<file path="src/rtl/uart_pkg.sv">
// Shared types and constants for the UART receive path
// and the ASCII-digit assembler.
package uart_pkg;

  localparam int CLKS_PER_BIT_DEF = 10417;

  localparam logic [7:0] ASCII_ZERO = 8'h30;
  localparam logic [7:0] ASCII_NINE = 8'h39;
  localparam logic [7:0] ASCII_CR   = 8'h0D;

  typedef enum logic [2:0] {
    IDLE,
    START,
    DATA,
    STOP,
    WAIT_HIGH
  } rx_state_e;

  function automatic logic is_digit(input logic [7:0] b);
    return (b >= ASCII_ZERO) && (b <= ASCII_NINE);
  endfunction

endpackage

</file>
<file path="src/rtl/uart_rx_byte.sv">
// UART 8N1 byte receiver: input synchroniser, framing FSM,
// received byte register with valid / framing-error pulses.
module uart_rx_byte
  import uart_pkg::*;
#(
  parameter int CLKS_PER_BIT = CLKS_PER_BIT_DEF
) (
  input  logic       clk,
  input  logic       rst,
  input  logic       rxd,
  output logic [7:0] rx_byte,
  output logic       rx_valid,
  output logic       frame_err
);

  localparam int CW = $clog2(CLKS_PER_BIT);
  localparam logic [CW-1:0] FULL_M1 =
    CW'(CLKS_PER_BIT - 1);
  localparam logic [CW-1:0] HALF_M1 =
    CW'(CLKS_PER_BIT / 2 - 1);

  logic sync1_q;
  logic sync2_q;
  logic rxd_s;

  rx_state_e   state_q, state_d;
  logic [CW-1:0] cnt_q, cnt_d;
  logic [2:0]  bit_q, bit_d;
  logic [7:0]  shift_q, shift_d;
  logic [7:0]  byte_q, byte_d;
  logic        valid_q, valid_d;
  logic        ferr_q, ferr_d;

  assign rxd_s = sync2_q;

  // Line idles high, so the synchroniser resets to 1
  always_ff @(posedge clk or negedge rst) begin
    if (!rst) begin
      sync1_q <= 1'b1;
      sync2_q <= 1'b1;
    end else begin
      sync1_q <= rxd;
      sync2_q <= sync1_q;
    end
  end

  always_comb begin
    state_d = state_q;
    cnt_d   = cnt_q;
    bit_d   = bit_q;
    shift_d = shift_q;
    byte_d  = byte_q;
    valid_d = 1'b0;
    ferr_d  = 1'b0;
    unique case (state_q)
      IDLE: begin
        if (!rxd_s) begin
          cnt_d   = '0;
          state_d = START;
        end
      end
      START: begin
        if (cnt_q == HALF_M1) begin
          cnt_d = '0;
          bit_d = '0;
          if (rxd_s) state_d = IDLE;
          else       state_d = DATA;
        end else begin
          cnt_d = cnt_q + 1'b1;
        end
      end
      DATA: begin
        if (cnt_q == FULL_M1) begin
          cnt_d   = '0;
          shift_d = {rxd_s, shift_q[7:1]};
          if (bit_q == 3'd7) state_d = STOP;
          else               bit_d = bit_q + 1'b1;
        end else begin
          cnt_d = cnt_q + 1'b1;
        end
      end
      STOP: begin
        if (cnt_q == FULL_M1) begin
          cnt_d = '0;
          if (rxd_s) begin
            byte_d  = shift_q;
            valid_d = 1'b1;
            state_d = IDLE;
          end else begin
            ferr_d  = 1'b1;
            state_d = WAIT_HIGH;
          end
        end else begin
          cnt_d = cnt_q + 1'b1;
        end
      end
      WAIT_HIGH: begin
        if (rxd_s) state_d = IDLE;
      end
      default: state_d = IDLE;
    endcase
  end

  always_ff @(posedge clk or negedge rst) begin
    if (!rst) begin
      state_q <= IDLE;
      cnt_q   <= '0;
      bit_q   <= '0;
      shift_q <= '0;
      byte_q  <= '0;
      valid_q <= 1'b0;
      ferr_q  <= 1'b0;
    end else begin
      state_q <= state_d;
      cnt_q   <= cnt_d;
      bit_q   <= bit_d;
      shift_q <= shift_d;
      byte_q  <= byte_d;
      valid_q <= valid_d;
      ferr_q  <= ferr_d;
    end
  end

  assign rx_byte   = byte_q;
  assign rx_valid  = valid_q;
  assign frame_err = ferr_q;

endmodule

</file>
<file path="src/rtl/uart_rx_digits.sv">
// UART receiver feeding four BCD digit registers for the
// seven-segment display, with per-byte status pulses.
module uart_rx_digits
  import uart_pkg::*;
#(
  parameter int CLKS_PER_BIT = CLKS_PER_BIT_DEF,
  parameter int DIGITS       = 4
) (
  input  logic       clk,
  input  logic       rst,
  input  logic       Rxd,
  output logic [3:0] digit0,
  output logic [3:0] digit1,
  output logic [3:0] digit2,
  output logic [3:0] digit3,
  output logic [7:0] rx_byte,
  output logic       rx_valid,
  output logic       frame_err,
  output logic       bad_char,
  output logic       frame_done
);

  localparam int IW = $clog2(DIGITS);
  localparam logic [IW-1:0] LAST = IW'(DIGITS - 1);

  logic [3:0]    dig_q [DIGITS];
  logic [3:0]    dig_d [DIGITS];
  logic [IW-1:0] idx_q, idx_d;
  logic          bad_q, bad_d;
  logic          done_q, done_d;

  uart_rx_byte #(
    .CLKS_PER_BIT(CLKS_PER_BIT)
  ) u_rx (
    .clk      (clk),
    .rst      (rst),
    .rxd      (Rxd),
    .rx_byte  (rx_byte),
    .rx_valid (rx_valid),
    .frame_err(frame_err)
  );

  // CR restarts entry at digit0 without touching the display
  always_comb begin
    dig_d  = dig_q;
    idx_d  = idx_q;
    bad_d  = 1'b0;
    done_d = 1'b0;
    if (rx_valid) begin
      unique case (1'b1)
        is_digit(rx_byte): begin
          dig_d[idx_q] = rx_byte[3:0];
          if (idx_q == LAST) begin
            idx_d  = '0;
            done_d = 1'b1;
          end else begin
            idx_d = idx_q + 1'b1;
          end
        end
        (rx_byte == ASCII_CR): idx_d = '0;
        default:               bad_d = 1'b1;
      endcase
    end
  end

  always_ff @(posedge clk or negedge rst) begin
    if (!rst) begin
      dig_q  <= '{default: '0};
      idx_q  <= '0;
      bad_q  <= 1'b0;
      done_q <= 1'b0;
    end else begin
      dig_q  <= dig_d;
      idx_q  <= idx_d;
      bad_q  <= bad_d;
      done_q <= done_d;
    end
  end

  assign digit0     = dig_q[0];
  assign digit1     = dig_q[1];
  assign digit2     = dig_q[2];
  assign digit3     = dig_q[3];
  assign bad_char   = bad_q;
  assign frame_done = done_q;

endmodule

</file>
<file path="config.mk">
export PLATFORM = sky130hd
export DESIGN_NAME = uart_rx_digits
export DESIGN_NICKNAME = d
export VERILOG_FILES = /design/src/rtl/uart_pkg.sv /design/src/rtl/uart_rx_byte.sv /design/src/rtl/uart_rx_digits.sv
export SDC_FILE = /design/constraint.sdc
export NUM_CORES = 1
export LEC_CHECK = 0
export BUFFER_PORTS_ARGS = -buffer_cell sky130_fd_sc_hd__buf_4
export CORE_MARGIN = 2
export CORE_UTILIZATION = 30
export DETAILED_ROUTE_END_ITERATION = 8
export HOLD_SLACK_MARGIN = 0.02
export PLACE_DENSITY = 0.57
export SYNTH_ARGS = -nofsm -noshare
export SYNTH_HDL_FRONTEND = slang
export SYNTH_SLANG_ARGS = --single-unit
</file>
<file path="constraint.sdc">
create_clock -name clk -period 2.4 [get_ports clk]
set_input_delay 0.72 -clock clk [delete_from_list [all_inputs] [get_ports clk]]
set_output_delay 0.72 -clock clk [all_outputs]
set_load 0.01 [all_outputs]
</file>
==> metrics.md, run 1 <==
| Metric | Value |
|---|---|
| Number of nets in the synthesized netlist | `about 240` |
| Peak fanout along the critical path | `9` |
| Count of antenna-violating nets left after detailed routing | `0` |
| Effective utilization at floorplan | `0.307` |
| Combinational family with the most area after synthesis | `simple AND/OR/NAND/NOR gates` |
| Fraction of power spent switching nets | `0.219` |
| Quantity of I/O buffers inserted on ports | `30` |
| Leading cell type in the layout, fill and taps excluded | `dfrtp_1` |
| Startpoint-to-endpoint class of the critical path | `reg -> reg` |
| Post-synthesis to final-layout area growth | `18.4%` |
| Overall routing resource usage | `0.115` |
| Top flip-flop cell by instance count after synthesis | `dfrtp_1` |
| Fraction of registers with async set or reset after synthesis | `1.00` |
| Antenna Cells | `0` |
| Share of the synthesized area in the top cell type | `0.517` |
| Layout cells sized above 1 | `0.358` |
| Die X-Extent | `101 um` |
| RSZ-0062 raised after global routing | `false` |
| Drt first-iter violations | `57` |
| Total Routed Length | `a little over 5000 um` |
| Worst skew pair latency | `~0.33 ns` |
| Leading area contributor after synthesis | `dfrtp_1` |
| Highest clock frequency the design can meet | `between 0.4 and 0.5 GHz` |
| Crit-path max cell delay | `between 0.4 and 0.5 ns` |
| Areal power density over the cells | `around 550 mW/mm2` |
| Area of all sequential standard cells | `0.00150 mm2` |
| Count of state elements after synthesis | `60` |
| Unique cell type count in the Yosys netlist | `49` |
| CTS Buf Count | `9` |
| Tcrit/Tclk final | `0.841` |
| WP data required | `2.61 ns` |
| Pin count of the biggest net entering global routing | `a little over 60` |
| Total of hold buffers inserted after clock tree synthesis | `0` |
| Total Nets Final | `around 280` |
| Simple-gate share of the synthesized area | `0.147` |
| Overall Power | `roughly 1.8 mW` |
| Num rows | `35` |
| Setup skew after layout | `approximately 0.0084 ns` |
| Total of cells resized after clock tree synthesis | `0` |
| Core Box Area | `approximately 0.009 mm2` |
| Portion of netlist area occupied by mux cells | `0.143` |
| Compound-cell area share of the yosys netlist | `0.111` |
| Number of enable-type register cells in the synthesized netlist | `0` |
| Wire length of the first global-routing pass | `9070 um` |
| Number of endpoints failing setup at the final stage | `0` |
| CTS tree | `built` |
| Share of power burned in registers | `0.553` |
| Post-detailed-route wirelength per cell | `between 10 and 15 um` |
| Sequential area share after synthesis | `0.536` |
| Cell area after synthesis | `around 0.0028 mm2` |
| Lkg Pwr | `approximately 1.7 nW` |
| Filler Cell Count | `between 800 and 900` |
| Placer's final routability congestion estimate | `around 0.8` |
| Crit path arrival time | `~2.2 ns` |
| Internal cell power | `between 1 and 1.5 mW` |
| Synthesized area per cell | `12.4 um2` |
| Count of TritonRoute iterations in the first routing pass | `4` |
| Worst relative slew slack | `0.505` |
| Total grt overflow | `0` |
| Multi-input logic area | `between 0.001 and 0.0015 mm2` |
| Worst-path clk slew | `0.07 ns` |
| Placement-stage worst setup slack | `roughly 0.37 ns` |
| Setup slack after layout | `about 0.38 ns` |
| Portion of total power attributed to combinational logic | `0.012` |
| Fraction of the mapped netlist area in adder cells | `0.0357` |
| Number of buffers added for setup after CTS | `0` |
| Worst path slowest cell | `or2_1` |
| Floorplan die area | `a little over 0.01 mm2` |
| Via count | `around 1.9k` |
| Synthesized netlist cell count | `around 230` |
| Vias in the first global route | `approximately 1.8k` |
| Dominant cells by area after synthesis | `dfrtp_1 52%, mux2_2 10%, mux2_4 4.3%` |
| Count of yosys warnings during synthesis | `0` |
| Switch Pwr | `~0.40 mW` |
| Half-perimeter wire length of the detailed placement result | `~3600 um` |
| Final routed DRC violation total | `0` |
| Area of placed instances | `~0.0031 mm2` |
| Clock period minus worst slack | `roughly 2.0 ns` |
| Final Hold Slack | `between 0.3 and 0.4 ns` |
| CTS sink count | `60` |
| Maximum ir drop on the vdd rail | `around 0.19 mV` |
| Initial antenna violation count | `0` |
| Setup TNS | `0 ns` |
| Status | `complete, no violations` |
| Transition time at the pin with the least slew margin | `0.742 ns` |
| Post-layout instance area | `0.00332 mm2` |
| Share of power burned in the clock network | `0.436` |
| Xor/xnor cell area share of the yosys netlist | `0.00312` |
| Sequence of cells on the critical path | `nor4b_4 > nand4_4 > or2_1 > mux2_4` |
| Detailed-route vias per instance | `around 5` |
| Count of final max-slew check failures | `0` |
| Number of max-cap violations | `0` |
| Commonest cells after routing, fill and taps aside | `58 x dfrtp_1, 32 x buf_4, 25 x mux2_2, 14 x nand2_1, 11 x clkbuf_8` |
| Top-Level Pins | `31` |
| Deepest clock path buffer count | `2` |
| HP Class | `reg -> reg` |
| CP startpoint kind | `flop` |
| Element type at the critical path end | `flop` |
| Cell at the root of the clock tree | `clkbuf_8` |
| Final number of hold-violating endpoints | `0` |
| Total number of H-tree levels | `3` |
| Die Span Y | `around 100 um` |
[cell usage after synthesis (all sizes together) (2+ instances only)]
cell type and number:
a31oi 4, nor3b 4, nand4 5, and4 2, inv 8, a32oi 2
nand2b 2, a21oi 10, and2 3, clkbuf 3, nor2 12, buf 3
dfrtp 58, a21o 4, or2 3, and2b 2, nor3 7, o21ai 8
nand2 14, mux2 33, a41oi 2, a22o 6, ha 8, o22ai 3
dfstp 2, nand3 5
[power groups by stage]
stage | Clock, mW | Combinational, mW | Sequential (mW)
after floorplan | 0 | 0.000756 | 1.03
after global placement | 0 | 0.0240 | 1.04
after detailed placement | 0 | 0.0238 | 1.04
after CTS | 0.846 | 0.0237 | 1.02
after global routing | 0.899 | 0.0266 | 1.02
final | 0.802 | 0.0216 | 1.02
[logic make-up (layout without fill, tap and decap cells)]
kind of cell / count (synthesis) / count (layout)
AND/OR/NAND/NOR: 67 / 67
AO/OA/AOI/OAI: 44 / 44
buffers and inverters: 14 / 55
adder cells (fa/ha/maj): 8 / 8
multiplexers: 33 / 33
flip-flops: 60 / 60
XOR/XNOR: 1 / 1
[registers in the layout, summed over array words and instances, names as in the netlist]
register / flops
u_rx.cnt_q: 14
u_rx.rx_byte: 8
u_rx.shift_q: 8
digit0: 4
digit1: 4
digit2: 4
digit3: 4
u_rx.bit_q: 3
u_rx.state_q: 3
idx_q: 2
bad_char: 1
frame_done: 1
u_rx.frame_err: 1
u_rx.rx_valid: 1
u_rx.rxd_s: 1
u_rx.sync1_q: 1
[per-layer routing]
metal  vias up  part of all wire  global-route usage
met5         -                 0                   0
met4         0            0.0050              0.0316
met3         2             0.044              0.0513
met2        40              0.49               0.190
met1       933              0.46               0.136
li1        912                 -                   -
[area by class of cell]
type / instances / share of cell area
inverters: 8 / 0.00904
flip-flops and latches: 60 / 0.453
well taps: 111 / 0.0418
clock inverters: 4 / 0.00753
multi-input cells: 153 / 0.371
repair buffers: 32 / 0.0723
clock buffers: 11 / 0.0456
[metrics by stage]
step           cells   util
2_1_floorplan    227      -
3_5_place_dp     364  0.344
5_1_grt          379  0.363
6_report         379  0.363
4_1_cts          379  0.363
3_3_place_gp     364  0.344
[path summary, 6_finish.rpt]
kind	from	slack [ns]	cells past startpoint	endpoint
setup / recovery	u_rx.cnt_q[3]	0.38	4	u_rx.shift_q[3]
hold / removal	u_rx.sync1_q	0.36	0	u_rx.rxd_s
setup reg to reg	u_rx.cnt_q[3]	0.38	4	u_rx.shift_q[3]
hold reg to reg	u_rx.sync1_q	0.36	0	u_rx.rxd_s
max in group asynchronous	rst	1.46	1	u_rx.bit_q[0]
min in group asynchronous	rst	0.45	1	digit2[0]
[worst max-delay path: cells and delay by family, from the launching register on]
kind | cells | cell delay (ns)
mux | 1 | 0.37
simple gates | 3 | 1.08
flops | 1 | 0.44
Power figures use the tool's default switching activity.
==> run 2, diff against run 1 <==
clock period = 2.1 ns   (was 2.4 ns; I/O delays follow)
==> run 2 against run 1 <==
  * Fmax grew 2.4%
  * Clock power is 8.6% higher
  * Via count is 0.95% higher
  * Largest cell class unchanged
==> metrics.md, run 2 (synthesized netlist as in run 1, its figures left out) <==
| Metric | Value |
|---|---|
| Die X-Extent | `slightly above 100 um` |
| Quantity of I/O buffers inserted on ports | `30` |
| Number of max-cap violations | `0` |
| Setup TNS | `0 ns` |
| Sequence of cells on the critical path | `nor4b_4 > nand4_1 > a22o_4 > a21bo_2 > a21o_2` |
| RSZ-0062 raised after global routing | `false` |
| Number of endpoints failing setup at the final stage | `0` |
| Top-Level Pins | `31` |
| WP data required | `~2.3 ns` |
| Die Span Y | `between 100 and 150 um` |
| Transition time at the pin with the least slew margin | `just under 0.6 ns` |
| CTS sink count | `60` |
| Via count | `roughly 1.9k` |
| Most crowded layer after global routing | `met2` |
| Overall routing resource usage | `0.115` |
| Total Routed Length | `roughly 5300 um` |
| Floorplan die area | `~0.010 mm2` |
| Count of antenna-violating nets left after detailed routing | `0` |
| Clock period minus worst slack | `1.97 ns` |
| Pin count of the biggest net entering global routing | `36` |
| Routing usage on met3 | `0.0492` |
| Half-perimeter wire length of the detailed placement result | `3610 um` |
| CP startpoint kind | `flop` |
| Effective utilization at floorplan | `0.307` |
| Post-synthesis to final-layout area growth | `20.5%` |
| Layout cells sized above 1 | `0.369` |
| Number of flip-flops under the largest register name | `14` |
| Post-detailed-route wirelength per cell | `roughly 14 um` |
| Tcrit/Tclk final | `0.939` |
| Placer's final routability congestion estimate | `0.848` |
| CTS tree | `built` |
| Count of TritonRoute iterations in the first routing pass | `4` |
| Total number of H-tree levels | `3` |
| Peak fanout along the critical path | `12` |
| Cell depth of the worst setup path | `5` |
| Core Box Area | `between 0.009 and 0.01 mm2` |
| Element type at the critical path end | `flop` |
| Final routed DRC violation total | `0` |
| Final number of hold-violating endpoints | `0` |
| Crit-path max cell delay | `0.46 ns` |
| Worst relative slew slack | `0.599` |
| Routing usage on met2 | `0.182` |
| Count of final max-slew check failures | `0` |
| Areal power density over the cells | `between 600 and 700 mW/mm2` |
| Highest clock frequency the design can meet | `roughly 0.51 GHz` |
| Startpoint-to-endpoint class of the critical path | `reg -> reg` |
| Leading cell type in the layout, fill and taps excluded | `dfrtp_1` |
| Setup skew after layout | `0.0109 ns` |
| CTS Buf Count | `9` |
| Sum of buffers and inverters on the critical path | `0` |
| Lkg Pwr | `1.70 nW` |
| Number of cells in the finished layout apart from fillers | `385` |
| Final core utilization | `0.370` |
| Vias in the first global route | `about 1.9k` |
| Worst skew pair latency | `0.34 ns` |
| Number of buffers added for setup after CTS | `0` |
| Initial antenna violation count | `0` |
| Crit path arrival time | `approximately 2.2 ns` |
| HP Class | `in -> async` |
| Kind of cell with the highest combined delay on the critical path | `compound AO/OA/AOI/OAI gates` |
| Number of cells in the design after placement | `370` |
| Fraction of met1 tracks used by global routing | `0.143` |
| Commonest cells after routing, fill and taps aside | `58 x dfrtp_1, 36 x buf_4, 25 x mux2_2, 14 x nand2_1` |
| Total Nets Final | `approximately 280` |
| Largest register by flop count | `u_rx.cnt_q` |
| Worst path slowest cell | `dfrtp_1` |
| Status | `complete, no violations` |
| Maximum ir drop on the vdd rail | `roughly 0.26 mV` |
| Depth of the worst register-to-register path | `5` |
| Deepest clock path buffer count | `2` |
| Detailed-route vias per instance | `about 4.9` |
| Total grt overflow | `0` |
| Wire length of the first global-routing pass | `around 9000 um` |
| Drt first-iter violations | `48` |
| Cell at the root of the clock tree | `clkbuf_8` |
| Antenna Cells | `0` |
| Overall Power | `2.06 mW` |
| Num rows | `35` |
| Worst-path clk slew | `about 0.07 ns` |
-- run 2: layout make-up --
| type | instances | area (um2) |
|---|---|---|
| Tap cell | 111 | 139 |
| Timing Repair Buffer | 38 | 310 |
| Inverter | 8 | 30.0 |
| Clock buffer | 10 | 128 |
| Clock inverter | 5 | 30.0 |
| Multi-Input combinational cell | 153 | 1240 |
| Sequential cell | 60 | 1500 |
| Fill cell | 883 | 5770 |
-- run 2: what timing repair did --
action	4_1_cts	5_1_grt
setup endpoints to repair	0	1
resized for setup	0	1
hold buffers	0	0
-- run 2: stage by stage --
stage	setup slack, ns	hold WS, ns	area (um2)
3_5_place_dp	0.118	0.347	3220
6_report	0.128	0.195	3380
2_1_floorplan	0.303	0.334	2810
5_1_grt	0.0159	0.192	3380
3_3_place_gp	0.157	0.346	3220
4_1_cts	0.0911	0.190	3370
-- run 2: power breakdown --
group          total [mW]  internal, mW  switching [mW]
logic              0.0298       0.00665          0.0232
clock network       0.871         0.415           0.457
registers            1.16          1.16         0.00278
total                2.06          1.58           0.483
-- run 2: path summary, 6_finish.rpt --
kind	end	startpoint	slack, ns
setup / recovery	u_rx.cnt_q[3]	u_rx.cnt_q[9]	0.13
hold / removal	digit2[0]	rst	0.20
setup reg to reg	u_rx.cnt_q[3]	u_rx.cnt_q[9]	0.13
hold reg to reg	u_rx.rxd_s	u_rx.sync1_q	0.35
max in group asynchronous	u_rx.sync1_q	rst	1.33
min in group clk	u_rx.rxd_s	u_rx.sync1_q	0.35
-- run 2: metal layers --
metal | wire [um] | share of wire
met1 | 2510 | 0.48
met2 | 2480 | 0.47
met3 | 246 | 0.046
met4 | 48 | 0.0091
met5 | 0 | 0
